[config.mk]
export PLATFORM = sky130hd
export DESIGN_NAME = iccm_prog_ctrl
export DESIGN_NICKNAME = d
export VERILOG_FILES = /design/src/rtl/iccm_prog_pkg.sv /design/src/rtl/iccm_word_packer.sv /design/src/rtl/iccm_prog_ctrl.sv
export SDC_FILE = /design/constraint.sdc
export NUM_CORES = 1
export LEC_CHECK = 0
export ABC_AREA = 0
export BUFFER_PORTS_ARGS = -buffer_cell sky130_fd_sc_hd__buf_4
export CORE_UTILIZATION = 50
export DETAILED_ROUTE_END_ITERATION = 10
export GPL_TIMING_DRIVEN = 0
export PLACE_DENSITY = 0.77
export SLEW_MARGIN = 20
export SYNTH_ARGS = -nofsm -noshare
export SYNTH_HDL_FRONTEND = slang
export SYNTH_SLANG_ARGS = --single-unit
[constraint.sdc]
create_clock -name clk_i -period 4.3 [get_ports clk_i]
set_input_delay 0.86 -clock clk_i [delete_from_list [all_inputs] [get_ports clk_i]]
set_output_delay 0.86 -clock clk_i [all_outputs]
set_load 0.005 [all_outputs]
[src/rtl/iccm_prog_pkg.sv]
// Shared types and constants for the ICCM boot-time programming controller.
package iccm_prog_pkg;

  typedef enum logic [1:0] {
    IDLE    = 2'd0,
    COLLECT = 2'd1,
    WRITE   = 2'd2,
    DONE    = 2'd3
  } prog_state_e;

  localparam int          BytesPerWord     = 4;
  localparam logic [31:0] END_WORD_DEFAULT = 32'h0000_0FFF;

endpackage

[src/rtl/iccm_word_packer.sv]
// Packs received bytes into a 32-bit little-endian word; exposes the word
// including the byte being strobed so the caller can decide on the last byte.
module iccm_word_packer
  import iccm_prog_pkg::*;
(
  input  logic        clk_i,
  input  logic        rst_i,
  input  logic        clr,
  input  logic        strobe,
  input  logic [7:0]  rx_byte,
  output logic [1:0]  byte_cnt,
  output logic [31:0] word,
  output logic [31:0] word_next,
  output logic        last
);

  always_comb begin
    word_next = word;
    word_next[8*byte_cnt +: 8] = rx_byte;
  end

  assign last = strobe && (byte_cnt == 2'(BytesPerWord - 1));

  // byte_cnt is two bits wide, so the 4th byte wraps it back to 0.
  always_ff @(posedge clk_i) begin
    if (rst_i || clr) begin
      byte_cnt <= 2'd0;
      word     <= '0;
    end else if (strobe) begin
      byte_cnt <= byte_cnt + 2'd1;
      word     <= word_next;
    end
  end

endmodule

[src/rtl/iccm_prog_ctrl.sv]
// ICCM programming controller: UART bytes -> sequential ICCM word writes, then
// the memory port is handed to the fetch adapter and the core is released.
module iccm_prog_ctrl
  import iccm_prog_pkg::*;
#(
  parameter int          AddrW         = 12,
  parameter int          DataW         = 32,
  parameter int          MaxWords      = 4096,
  parameter logic [31:0] EndWord       = END_WORD_DEFAULT,
  parameter int          TimeoutCycles = 1_000_000
) (
  input  logic             clk_i,
  input  logic             rst_i,
  input  logic             prog_en_i,
  input  logic             rx_dv_i,
  input  logic [7:0]       rx_byte_i,
  input  logic             fetch_req_i,
  input  logic [AddrW-1:0] fetch_addr_i,
  output logic             fetch_gnt_o,
  output logic             mem_req_o,
  output logic             mem_we_o,
  output logic [AddrW-1:0] mem_addr_o,
  output logic [DataW-1:0] mem_wdata_o,
  output logic [3:0]       mem_wmask_o,
  output logic             core_rst_hold_o,
  output logic             done_o,
  output logic             err_o,
  output logic [AddrW:0]   word_cnt_o,
  output logic [1:0]       state_o
);

  localparam logic [1:0] ST_IDLE    = IDLE;
  localparam logic [1:0] ST_COLLECT = COLLECT;
  localparam logic [1:0] ST_WRITE   = WRITE;
  localparam logic [1:0] ST_DONE    = DONE;

  localparam int             IdleW    = $clog2(TimeoutCycles + 1);
  localparam logic [AddrW:0] MaxCnt   = (AddrW + 1)'(MaxWords);
  localparam logic [IdleW-1:0] IdleLim = IdleW'(TimeoutCycles - 1);

  logic [1:0]       state, state_next;
  logic [IdleW-1:0] idle_cnt;
  logic             set_err;
  logic             packer_strobe, idle_tick, timeout, last;
  logic [1:0]       byte_cnt;
  logic [31:0]      word, word_next;

  // Bytes are accepted in WRITE too, so a back-to-back stream never loses one.
  assign packer_strobe = rx_dv_i && ((state == ST_COLLECT) || (state == ST_WRITE));
  assign idle_tick     = (state == ST_COLLECT) && (byte_cnt != 2'd0) && !rx_dv_i;
  assign timeout       = idle_tick && (idle_cnt == IdleLim);

  iccm_word_packer u_packer (
    .clk_i     (clk_i),
    .rst_i     (rst_i),
    .clr       (timeout),
    .strobe    (packer_strobe),
    .rx_byte   (rx_byte_i),
    .byte_cnt  (byte_cnt),
    .word      (word),
    .word_next (word_next),
    .last      (last)
  );

  always_comb begin
    state_next = state;
    set_err    = 1'b0;
    case (state)
      ST_IDLE:    state_next = prog_en_i ? ST_COLLECT : ST_DONE;
      ST_COLLECT: begin
        if (last) begin
          if (word_next == EndWord) begin
            state_next = ST_DONE;
          end else if (word_cnt_o == MaxCnt) begin
            set_err    = 1'b1;
            state_next = ST_DONE;
          end else begin
            state_next = ST_WRITE;
          end
        end else if (timeout) begin
          set_err    = 1'b1;
          state_next = ST_DONE;
        end
      end
      ST_WRITE:   state_next = ST_COLLECT;
      default:    state_next = ST_DONE;
    endcase
  end

  always_ff @(posedge clk_i) begin
    if (rst_i) begin
      state      <= ST_IDLE;
      idle_cnt   <= '0;
      word_cnt_o <= '0;
      err_o      <= 1'b0;
    end else begin
      state <= state_next;
      if (set_err) err_o <= 1'b1;
      if (state == ST_WRITE) word_cnt_o <= word_cnt_o + 1'b1;
      if (rx_dv_i || timeout) idle_cnt <= '0;
      else if (idle_tick)     idle_cnt <= idle_cnt + 1'b1;
    end
  end

  // Port owner mux: the controller drives writes, DONE passes fetch through.
  always_comb begin
    mem_req_o   = 1'b0;
    mem_we_o    = 1'b0;
    mem_addr_o  = '0;
    mem_wdata_o = word;
    mem_wmask_o = 4'h0;
    fetch_gnt_o = 1'b0;
    case (state)
      ST_WRITE: begin
        mem_req_o   = 1'b1;
        mem_we_o    = 1'b1;
        mem_addr_o  = word_cnt_o[AddrW-1:0];
        mem_wmask_o = 4'hF;
      end
      ST_DONE: begin
        mem_req_o   = fetch_req_i;
        mem_addr_o  = fetch_addr_i;
        fetch_gnt_o = 1'b1;
      end
      default: ;
    endcase
  end

  assign core_rst_hold_o = (state != ST_DONE);
  assign done_o          = (state == ST_DONE);
  assign state_o         = state;

endmodule

Word level (Yosys, flattened, before mapping)
Cells that the tools add are included.
W data, S select, Z words.
{"block": "classes", "add_sub_neg": 4, "n_eq_ne": 9, "n_shift": 2, "mux": 17, "reduce_logical": 12}
{"operator": "$neg A5 Y34", "n": 1}
{"operator": "$shift A8 B34 Y32 const A", "n": 1}
{"operator": "$shiftx A8 B34 Y32", "n": 1}
{"operator": "$bwmux W32", "n": 1}
{"operator": "$eq A32 B12 Y1 const B", "n": 1}
{"operator": "$pmux W12 S2", "n": 1}
{"operator": "$add A20 B1 Y20 const B", "n": 1}
{"operator": "$eq A20 B20 Y1 const B", "n": 1}
{"operator": "$add A13 B1 Y13 const B", "n": 1}
{"operator": "$eq A13 B13 Y1 const B", "n": 1}
{"operator": "$mux W1", "n": 9}
{"operator": "$eq A2 B2 Y1 const B", "n": 3}
{"operator": "$mux W2", "n": 3}
{"operator": "$pmux W2 S3", "n": 1}
{"operator": "$logic_and A1 B1 Y1", "n": 5}
{"operator": "$mux W4", "n": 1}
{"operator": "$logic_or A1 B1 Y1", "n": 3}
{"operator": "$ne A3 B3 Y1 const B", "n": 1}
{"operator": "$add A2 B1 Y2 const B", "n": 1}
{"operator": "$eq A2 B1 Y1 const B", "n": 1}
{"operator": "$logic_not A2 Y1", "n": 1}
{"operator": "$ne A2 B2 Y1 const B", "n": 1}
{"operator": "$pmux W1 S2", "n": 1}
{"operator": "$reduce_bool A2 Y1", "n": 1}
{"operator": "other kinds (2)", "n": 2}
{"block": "totals", "reg_bits": 70, "inputBits": 25, "out_inout_bits": 69, "wordCells": 50}

Depth between registers and ports, before layout
Gate-level depths: netlist of the first run.
{"block": "depth", "word_depth": 7, "mapped_depth": 8, "depth_no_buf": 7}

Cells and area by module
A second synthesis of the first run with hierarchy kept.
{"block": "hier_totals", "cells_unflattened": 463, "hier_area_um2": 3918.8}
{"module": "iccm_prog_ctrl", "instances": 1, "cells_per_inst": 249, "area_per_inst_um2": 2088.3, "seq_area_each_um2": 720.7}
{"module": "iccm_word_packer", "instances": 1, "cells_per_inst": 214, "area_per_inst_um2": 1830.5, "seq_area_each_um2": 680.7}

Worst setup path before layout of the first run
No wires, ideal clock.
{"block": "synth_timing", "path_kind": "input-to-reg", "start": "input port rx_dv_i", "end": "register state[0] (netlist: state_o[0])", "setup_time_ps": 70, "arrival_time_ps": 2518, "required_ps": 4230, "setup_slack_ps": 1713, "cell_stages": 6, "path_buffers": 1, "path_cell_list": "buf_2 -> nor4bb_1 -> nand3_2 -> o21a_1 -> a311o_1 -> a21oi_1"}
{"block": "synth_via", "elab_chain_len": 4, "word_cells_on_any_way": 8, "cone_classes": "eq/ne: 1; mux: 2; reduce/logical: 5"}
{"element": "start, declared", "line_no": "iccm_prog_ctrl.sv:15", "rtl": "input logic rx_dv_i,"}
{"element": "$logic_and A1 B1 Y1 or $logic_not A1 Y1 (tied branches)", "line_no": "iccm_prog_ctrl.sv:49, iccm_prog_ctrl.sv:50"}
{"element": "$logic_and A1 B1 Y1 (on tied branches)", "line_no": "iccm_word_packer.sv:22, iccm_prog_ctrl.sv:50"}
{"element": "$mux W2 or $logic_and A1 B1 Y1 (tied branches)", "line_no": "iccm_prog_ctrl.sv:71, iccm_prog_ctrl.sv:51"}
{"element": "$pmux W2 S3 or $ne A3 B3 Y1 (tied branches)"}
{"element": "end signal, assigned", "line_no": "iccm_prog_ctrl.sv:97", "rtl": "state <= state_next;"}
{"element": "end, declared", "line_no": "iccm_prog_ctrl.sv:41", "rtl": "logic [1:0] state, state_next;"}
Parallel ways exist; a longest one is shown, timed or not.
A chain may end at the register's enable or synchronous reset.

Worst setup path after layout of the first run
{"block": "layout_timing", "start": "register u_packer.byte_cnt[0]", "end": "register idle_cnt[0]"}
{"block": "layout_via", "elab_chain_len": 6}
{"element": "start, declared", "line_no": "iccm_word_packer.sv:11", "rtl": "output logic [1:0] byte_cnt,"}
{"element": "start signal, assigned", "line_no": "iccm_word_packer.sv:30", "rtl": "byte_cnt <= byte_cnt + 2'd1;"}
{"element": "$reduce_bool A2 Y1 *", "line_no": "iccm_prog_ctrl.sv:50", "rtl": "assign idle_tick = (state == ST_COLLECT) && (byte_cnt != 2'd0) && !rx_dv_i;"}
{"element": "$logic_and A1 B1 Y1 * (2 in a row)", "line_no": "iccm_prog_ctrl.sv:50"}
{"element": "$logic_and A1 B1 Y1", "line_no": "iccm_prog_ctrl.sv:51", "rtl": "assign timeout = idle_tick && (idle_cnt == IdleLim);"}
{"element": "$logic_or A1 B1 Y1", "line_no": "iccm_prog_ctrl.sv:100", "rtl": "if (rx_dv_i || timeout) idle_cnt <= '0;"}
{"element": "$reduce_or A2 Y1 (no line)"}
{"element": "end signal, assigned", "line_no": "iccm_prog_ctrl.sv:101", "rtl": "else if (idle_tick) idle_cnt <= idle_cnt + 1'b1;"}
{"element": "end, declared", "line_no": "iccm_prog_ctrl.sv:42", "rtl": "logic [IdleW-1:0] idle_cnt;"}
Every way passes the cells marked *; elsewhere a longest branch is shown, timed or not.

==> results of run 1 <==
-- cells in the mapped netlist (3+ instances only) --
master,n,area (µm²)
or3_1,4,25.0
nand3_1,14,70.1
clkbuf_1,11,41.3
dfxtp_1,70,1400
and3_1,4,25.0
o2111ai_1,3,26.3
a21oi_1,9,45.0
buf_2,5,25.0
nand2_1,20,75.1
a22o_1,12,105
o21ai_0,8,40.0
buf_4,7,52.6
inv_1,13,48.8
a22oi_1,30,225
or4_1,5,37.5
nor2b_1,6,37.5
nor3_1,8,40.0
xnor2_1,16,140
nand4_1,9,56.3
nor4b_1,3,26.3
ha_1,12,150
nor4_1,8,50.1
xor2_1,12,105
nor2_1,77,289
-- flip-flops by register name, summed over array words and instances (netlist names) --
name / cells
u_packer.word: 32
idle_cnt: 20
word_cnt_o: 13
state_o: 2
u_packer.byte_cnt: 2
err_o: 1
-- metal layers --
metal  part of all wire, %  up-vias  wire length [µm]
li1                      -     1632                 -
met1                    47     1557              4070
met2                    44      129              3860
met3                   7.5       12               647
met4                   1.1        0                99
met5                     0        -                 0
-- worst min-delay path by stage --
stage,start,end
6_report,u_packer.byte_cnt[1],u_packer.byte_cnt[1]
5_1_grt,u_packer.byte_cnt[1],u_packer.byte_cnt[1]
4_1_cts,u_packer.byte_cnt[1],u_packer.byte_cnt[1]
3_5_place_dp,u_packer.byte_cnt[1],u_packer.byte_cnt[1]
3_3_place_gp,word_cnt_o[12],word_cnt_o[12]
2_1_floorplan,u_packer.byte_cnt[1],u_packer.byte_cnt[1]
-- where the power goes --
part	total (mW)	switching, mW	internal, mW
Sequential	0.723	0.0409	0.682
Combinational	0.511	0.274	0.238
Clock	0.580	0.239	0.341
-- through the flow --
step	std cells	util (%)	hold WS, ps	total power, mW	setup slack (ps)
6_report	583	68.0	502	1.81	1080
5_1_grt	583	68.0	525	1.90	814
4_1_cts	583	68.0	500	1.81	1150
3_5_place_dp	567	64.7	491	1.24	1180
3_3_place_gp	567	64.7	479	1.23	1240
2_1_floorplan	401	-	469	1.05	1710
-- area by class of cell --
cell class	instances	area, µm²
Multi-Input combinational cell	293	1860
Fill cell	536	2080
Clock inverter	4	70.1
Tap cell	77	96.3
Clock buffer	12	145
Inverter	13	48.8
Sequential cell	70	1400
Timing Repair Buffer	89	668
Buffer	25	126
-- kinds of logic after synthesis --
group,count (synthesis),synth area share (%)
AOI/OAI and AO/OA,80,17.2
and+or+nand+nor,171,24.8
muxes,2,0.583
xor gates and xnor gates,28,7.14
adders and majority gates,12,4.37
buffers and inverters,38,5.10
DFF,70,40.8
-- tightest hold or removal path: stages (launching register included) --
cell and delay, ps:
dfxtp_1 340, nand2_1 60, a21oi_1 50
==> summary.md, run 1 <==
| Metric | Value |
|---|---|
| Status | `finished, violations left` |
| Violated checks | `design-rule violations` |
| Hpwl dp | `6420 µm` |
| Vias in the first global route | `2,986` |
| Detailed Routing Iterations Pass 1 | `9` |
| Hold_buf cts | `0` |
| Largest net degree at the start of global routing | `12` |
| # DRC | `11` |
| TritonCTS Sinks | `70` |
| Setup crit start kind | `register` |
| CTS tree | `yes` |
| Crit path depth | `8` |
| Antenna violations before repair | `0` |
| Nets | `538` |
| Vias after detailed routing | `3,330` |
| GRT Max-Usage Layer | `met2` |
| Worst Path Max Fanout | `10` |
| Worst vdd ir | `0.329 mV` |
| Die area | `7200 µm²` |
| Antenna cell count | `0` |
| Max-Cap Viols | `0` |
| Crit path to | `idle_cnt[0]` |
| Routed len/inst | `14.9 µm` |
| WP buf/inv | `2` |
| Row count | `29` |
| Number of library cell types mapped by synthesis | `51` |
| Final instance area | `4410 µm²` |
| Commonest non-fill, non-tap cell in the layout | `buf_4` |
| Seq cells post-synth | `70` |
| Die Y | `84.9 µm` |
| Cts bufs inserted | `9` |
| Cell Area, Synth | `3430 µm²` |
| Initial Utilization | `52.9%` |
| CTS max path bufs | `2` |
| H-tree depth | `3` |
| Yosys warning count | `0` |
| RSZ-0062 raised after global routing | `false` |
| Cells along the critical path | `inv_1, ha_1, nor4bb_1, nand3_2, o21ai_2, or2_2, buf_4, nor2_1` |
| FF-to-FF End | `idle_cnt[0]` |
| Sequential element share of the synthesized area | `40.8%` |
| Skew-Pair Late Insertion Delay | `340 ps` |
| CP Capture Type | `register` |
| FF-to-FF path depth | `8` |
| Worst slew pin tran | `1040 ps` |
| Slew HR | `29.9%` |
| RD Place Congestion | `0.917` |
| Crit-path max cell delay | `910 ps` |
| R2R Setup Slk | `1080 ps` |
| Root Driver | `clkbuf_8` |
| Post-CTS setup buffer count | `0` |
| Endpoints failing setup | `0` |
| Main synth FF type | `dfxtp_1` |
| Grt total ovfl | `0` |
| Arr. time, crit path | `3440 ps` |
| CP Class | `register to register` |
| GR Util met1 | `34.0%` |
| Global Route Usage Sum | `24.4%` |
| Share of post-route cells with drive strength above 1 | `23.9%` |
| Final Max Tran Viols | `0` |
| Min-Delay Path Class | `register to register` |
| Final worst path period need | `3220 ps` |
| Die W | `84.9 µm` |
| GRT met2 Usage | `37.8%` |
| Setup_tns | `0 ps` |
| GR Util met3 | `4.67%` |
| Synthesized area per cell | `8.56 µm²` |
| DR vias/cell | `5.71` |
| Area after DPL | `4200 µm²` |
| Mapped Cells | `401` |
| # resized after CTS | `0` |
| Top-level I/O count | `94` |
| P&R area growth vs syn | `28.5%` |
| Fmax | `311 MHz` |
| Post-synth EDFFs | `0` |
| Worst EP required | `4520 ps` |
| Worst Hold Depth | `2` |
| Port Buf Inserts | `89` |
| Most frequent cells in the layout | `buf_4 (96), nor2_1 (77), dfxtp_1 (70)` |
| Crit-path slowest cell | `nor4bb_1` |
| Async SR Flop Fraction | `0%` |
| First-pass GRT wire length | `14,100 µm` |
| PD cells | `411 nW/µm²` |
| Part of the cycle the worst path needs | `74.8%` |
| Violation count after the first detailed-route iteration | `189` |
| Clock-pin slew on the worst setup and hold paths | `70 ps` |
| Syn nets | `438` |
| R2R Path Start | `u_packer.byte_cnt[0]` |
| Core footprint | `6490 µm²` |
| Antenna Violating Nets Remaining | `0` |
| Worst path top cell family by delay | `simple AND/OR/NAND/NOR gates` |
| Endpoints failing hold | `0` |
| Clk_skew | `11.2 ps` |
| Critical path startpoint | `u_packer.byte_cnt[0]` |
| Pleak | `1.78 nW` |
| Routed wire length | `8680 µm` |
(Power assumes the default switching activity.)
==> run 2, diff against run 1 <==
--- a/config.mk
+++ b/config.mk
@@ -5,9 +5,9 @@
 export SDC_FILE = /design/constraint.sdc
 export NUM_CORES = 1
 export LEC_CHECK = 0
-export ABC_AREA = 0
+export ABC_AREA = 1
 export BUFFER_PORTS_ARGS = -buffer_cell sky130_fd_sc_hd__buf_4
-export CORE_UTILIZATION = 50
+export CORE_UTILIZATION = 49
 export DETAILED_ROUTE_END_ITERATION = 10
 export GPL_TIMING_DRIVEN = 0
 export PLACE_DENSITY = 0.77
==> constraint.sdc (replaced) <==
create_clock -name clk_i -period 2.74 [get_ports clk_i]
set_input_delay 0.548 -clock clk_i [delete_from_list [all_inputs] [get_ports clk_i]]
set_output_delay 0.548 -clock clk_i [all_outputs]
set_load 0.005 [all_outputs]
==> run 2 against run 1 <==
- the flow now finishes without violations
- wire length rose by 26%
- sequential power grew 63%
- clock power rose by 48%
- combinational power increased to 2.6 times the previous value
- synthesized cell count is 50% higher
==> summary.md, run 2 <==
| Metric | Value |
|---|---|
| Status | `completed` |
| P&R area growth vs syn | `25.8%` |
| Flop pwr share | `35.1% (-4.7 points)` |
| Routed len/inst | `13.4 µm (-9.7%)` |
| H-tree depth | `3 (unchanged)` |
| Yosys warning count | `0 (unchanged)` |
| Arr. time, crit path | `1990 ps (-1450 ps)` |
| Commonest non-fill, non-tap cell in the layout | `nand2_1` |
| First-pass GRT wire length | `17,800 µm (+27%)` |
| Area contributors post-synth | `dfxtp_1 (35%), nand2_1 (14%), nor2_1 (8.3%), inv_1 (7.1%), a21oi_1 (6.6%)` |
| RSZ-0062 raised after global routing | `false` |
| Die Y | `91.8 µm (+8.1%)` |
| Top-level I/O count | `94 (unchanged)` |
| Worst slew pin tran | `567 ps (-471 ps)` |
| Share of post-route cells with drive strength above 1 | `20.0% (-3.9 points)` |
| Grt total ovfl | `0 (unchanged)` |
| Post-synth EDFFs | `0 (unchanged)` |
| Cts bufs inserted | `9 (unchanged)` |
| Max-Cap Viols | `0 (unchanged)` |
| Worst EP required | `2190 ps (-2330 ps)` |
| Mux contribution to synthesized area | `0% (-0.58 points)` |
| Synthesized area per cell | `6.57 µm² (-23%)` |
| Min-Delay Path Class | `input port to register` |
| Endpoints failing hold | `0 (unchanged)` |
| Seq cells post-synth | `70 (unchanged)` |
| Async SR Flop Fraction | `0% (unchanged)` |
| Clk_skew | `13.0 ps (+1.78 ps)` |
| Crit-path max cell delay | `390 ps (-520 ps)` |
| Switching share of power | `39.6% (+9.1 points)` |
| Mapped Cells | `601 (+50%)` |
| Final worst path period need | `2540 ps` |
| Vias in the first global route | `3,791 (+27%)` |
| DR vias/cell | `5.21 (-8.7%)` |
| Hpwl dp | `8300 µm (+29%)` |
| Setup_tns | `0 ps (unchanged)` |
| Cell Area, Synth | `3950 µm² (+15%)` |
| PD cells | `675 nW/µm² (+64%)` |
| Largest family of logic cells by synthesized area | `simple AND/OR/NAND/NOR gates` |
| Cell Int Power | `2.03 mW (+61%)` |
| Largest register FFs | `32 (unchanged)` |
| Core footprint | `7770 µm² (+20%)` |
| Syn nets | `638 (+46%)` |
| Port Buf Inserts | `93 (+4.5%)` |
| Die W | `91.8 µm (+8.1%)` |
| Most common cell in the netlist | `nand2_1` |
| Worst vdd ir | `0.380 mV (+15%)` |
| Hold_buf cts | `0 (unchanged)` |
| Slew HR | `62.2% (+32 points)` |
| Fmax | `394 MHz` |
| Largest net degree at the start of global routing | `14 (+2)` |
| Cell taking the most area after synthesis | `dfxtp_1` |
| WP buf/inv | `3 (+1)` |
| CTS tree | `yes` |
| Crit-path slowest cell | `ha_1` |
| Fill count | `744 (+39%)` |
| Antenna cell count | `0 (unchanged)` |
| Commonest cells in the netlist | `nand2_1 (148), nor2_1 (87), inv_1 (75)` |
| # DRC | `0 (-11)` |
| Number of library cell types mapped by synthesis | `40 (-22%)` |
| Die area | `8420 µm² (+17%)` |
| Clk pwr share | `25.6% (-6.4 points)` |
| Largest Register | `u_packer.word` |
| Post-synthesis adder-cell area fraction | `3.80% (-0.57 points)` |
| Violation count after the first detailed-route iteration | `229 (+21%)` |
| CP Capture Type | `output pin` |
| Routed wire length | `10,900 µm (+26%)` |
| Most frequent cells in the layout | `nand2_1 (148), buf_4 (104), nor2_1 (87)` |
| Combinational Power Share | `39.3% (+11 points)` |
| TritonCTS Sinks | `70 (unchanged)` |
| Worst Path Max Fanout | `16 (+6)` |
| Final Max Tran Viols | `0 (unchanged)` |
| Simple-Gate Fraction of Synth Area | `34.2% (+9.4 points)` |
| Synth Area in Compound Gates | `13.0% (-4.2 points)` |
| Part of the cycle the worst path needs | `92.6%` |
| Xor and xnor fraction of the mapped netlist area | `2.44% (-4.7 points)` |
| Worst path top cell family by delay | `buffers and inverters` |
| Clock-pin slew on the worst setup and hold paths | `70 ps (about the same)` |
| Most frequent CP cell | `inv_1` |
| Sequential element share of the synthesized area | `35.5% (-5.3 points)` |
| Main synth FF type | `dfxtp_1` |
| Cells along the critical path | `inv_1, ha_1, inv_1, o21ai_0, buf_4` |
| Endpoints failing setup | `0 (unchanged)` |
| Antenna Violating Nets Remaining | `0 (unchanged)` |
| # resized after CTS | `0 (unchanged)` |
| RD Place Congestion | `0.990 (+8.0%)` |
| Top-area cell type share of the netlist area | `35.5% (-5.3 points)` |
| NetSw | `1.33 mW (+140%)` |
| Initial Utilization | `50.8% (-2.0 points)` |
| Placed Cells | `796 (+40%)` |
| Row count | `32 (+10%)` |
| Setup crit start kind | `register` |
| Global Route Usage Sum | `26.6% (+2.3 points)` |
| CTS max path bufs | `2 (unchanged)` |
| Skew-Pair Late Insertion Delay | `350 ps (about the same)` |
| Post-CTS setup buffer count | `0 (unchanged)` |
| CP Class | `register to output pin` |
| Regs by FF count | `u_packer.word: 32 flops, idle_cnt: 20 flops, word_cnt_o: 13 flops` |
| Root Driver | `clkbuf_8` |
| Nets | `741 (+38%)` |
| Pleak | `2.12 nW (+19%)` |
| Layout Cells excl Fill | `811 (+39%)` |
| Antenna violations before repair | `0 (unchanged)` |
| Vias after detailed routing | `4,227 (+27%)` |
| Detailed Routing Iterations Pass 1 | `5 (-4)` |
## run 2: changes by cell type after synthesis, moves of 10 or more
cell	delta
xnor2_1	-13
inv_1	+62
nand2_1	+128
nor2_1	+10
o21ai_0	+18
nand3_1	+18
a22oi_1	-28
a21oi_1	+43
a22o_1	-12
## run 2: area by class of cell
class | count | area, µm² | area share, %
tap | 102 | 128 | 2.57
multi-input combinational | 429 | 2110 | 42.5
sequential | 70 | 1400 | 28.2
clock buffer | 9 | 124 | 2.49
timing repair buffer | 93 | 698 | 14.1
clock inverter | 7 | 73.8 | 1.49
buffer | 21 | 129 | 2.59
inverter | 80 | 305 | 6.14
## run 2: metal layers
layer	global-route usage [%]	share of wire, %	wire, µm	vias up
li1	-	-	-	2122
met1	37.1	46	5040	1929
met2	40.9	45	4880	153
met3	4.81	6.9	752	23
met4	10.2	2.1	227	0
met5	0	0	0	-
## run 2: final timing paths
kind,slack [ps],end,depth (start not counted),startpoint
worst max-delay path,200,mem_addr_o[11],5,state_o[0]
worst min-delay path,400,word_cnt_o[11],2,rst_i
worst max register to register,320,err_o,14,u_packer.byte_cnt[0]
worst min register to register,470,idle_cnt[8],2,idle_cnt[8]
## run 2: power groups by stage
stage	combinational, mW	clock [mW]	sequential, mW
floorplan	0.814	0	1.19
global placement	1.29	0	1.19
detailed placement	1.30	0	1.20
CTS	1.31	0.863	1.18
global route	1.46	0.917	1.19
finish	1.32	0.858	1.18
## run 2: kinds of logic after synthesis
kind of cell | count (synthesis)
and+or+nand+nor | 311
xor gates and xnor gates | 11
DFF | 70
buffers and inverters | 102
adders and majority gates | 12
AOI/OAI and AO/OA | 95
## run 2: stage by stage
| step | area (µm²) | power, mW | setup WS [ps] | util, % | hold slack [ps] |
|---|---|---|---|---|---|
| final | 4970 | 3.35 | 203 | 64.0 | 404 |
| after floorplan | 3950 | 2.00 | 804 | - | 441 |
| after global routing | 4970 | 3.56 | 4.18 | 64.0 | 404 |
| after detailed placement | 4770 | 2.50 | 353 | 61.5 | 459 |
| after global placement | 4770 | 2.48 | 417 | 61.5 | 454 |
| after CTS | 4970 | 3.35 | 65.6 | 64.0 | 402 |
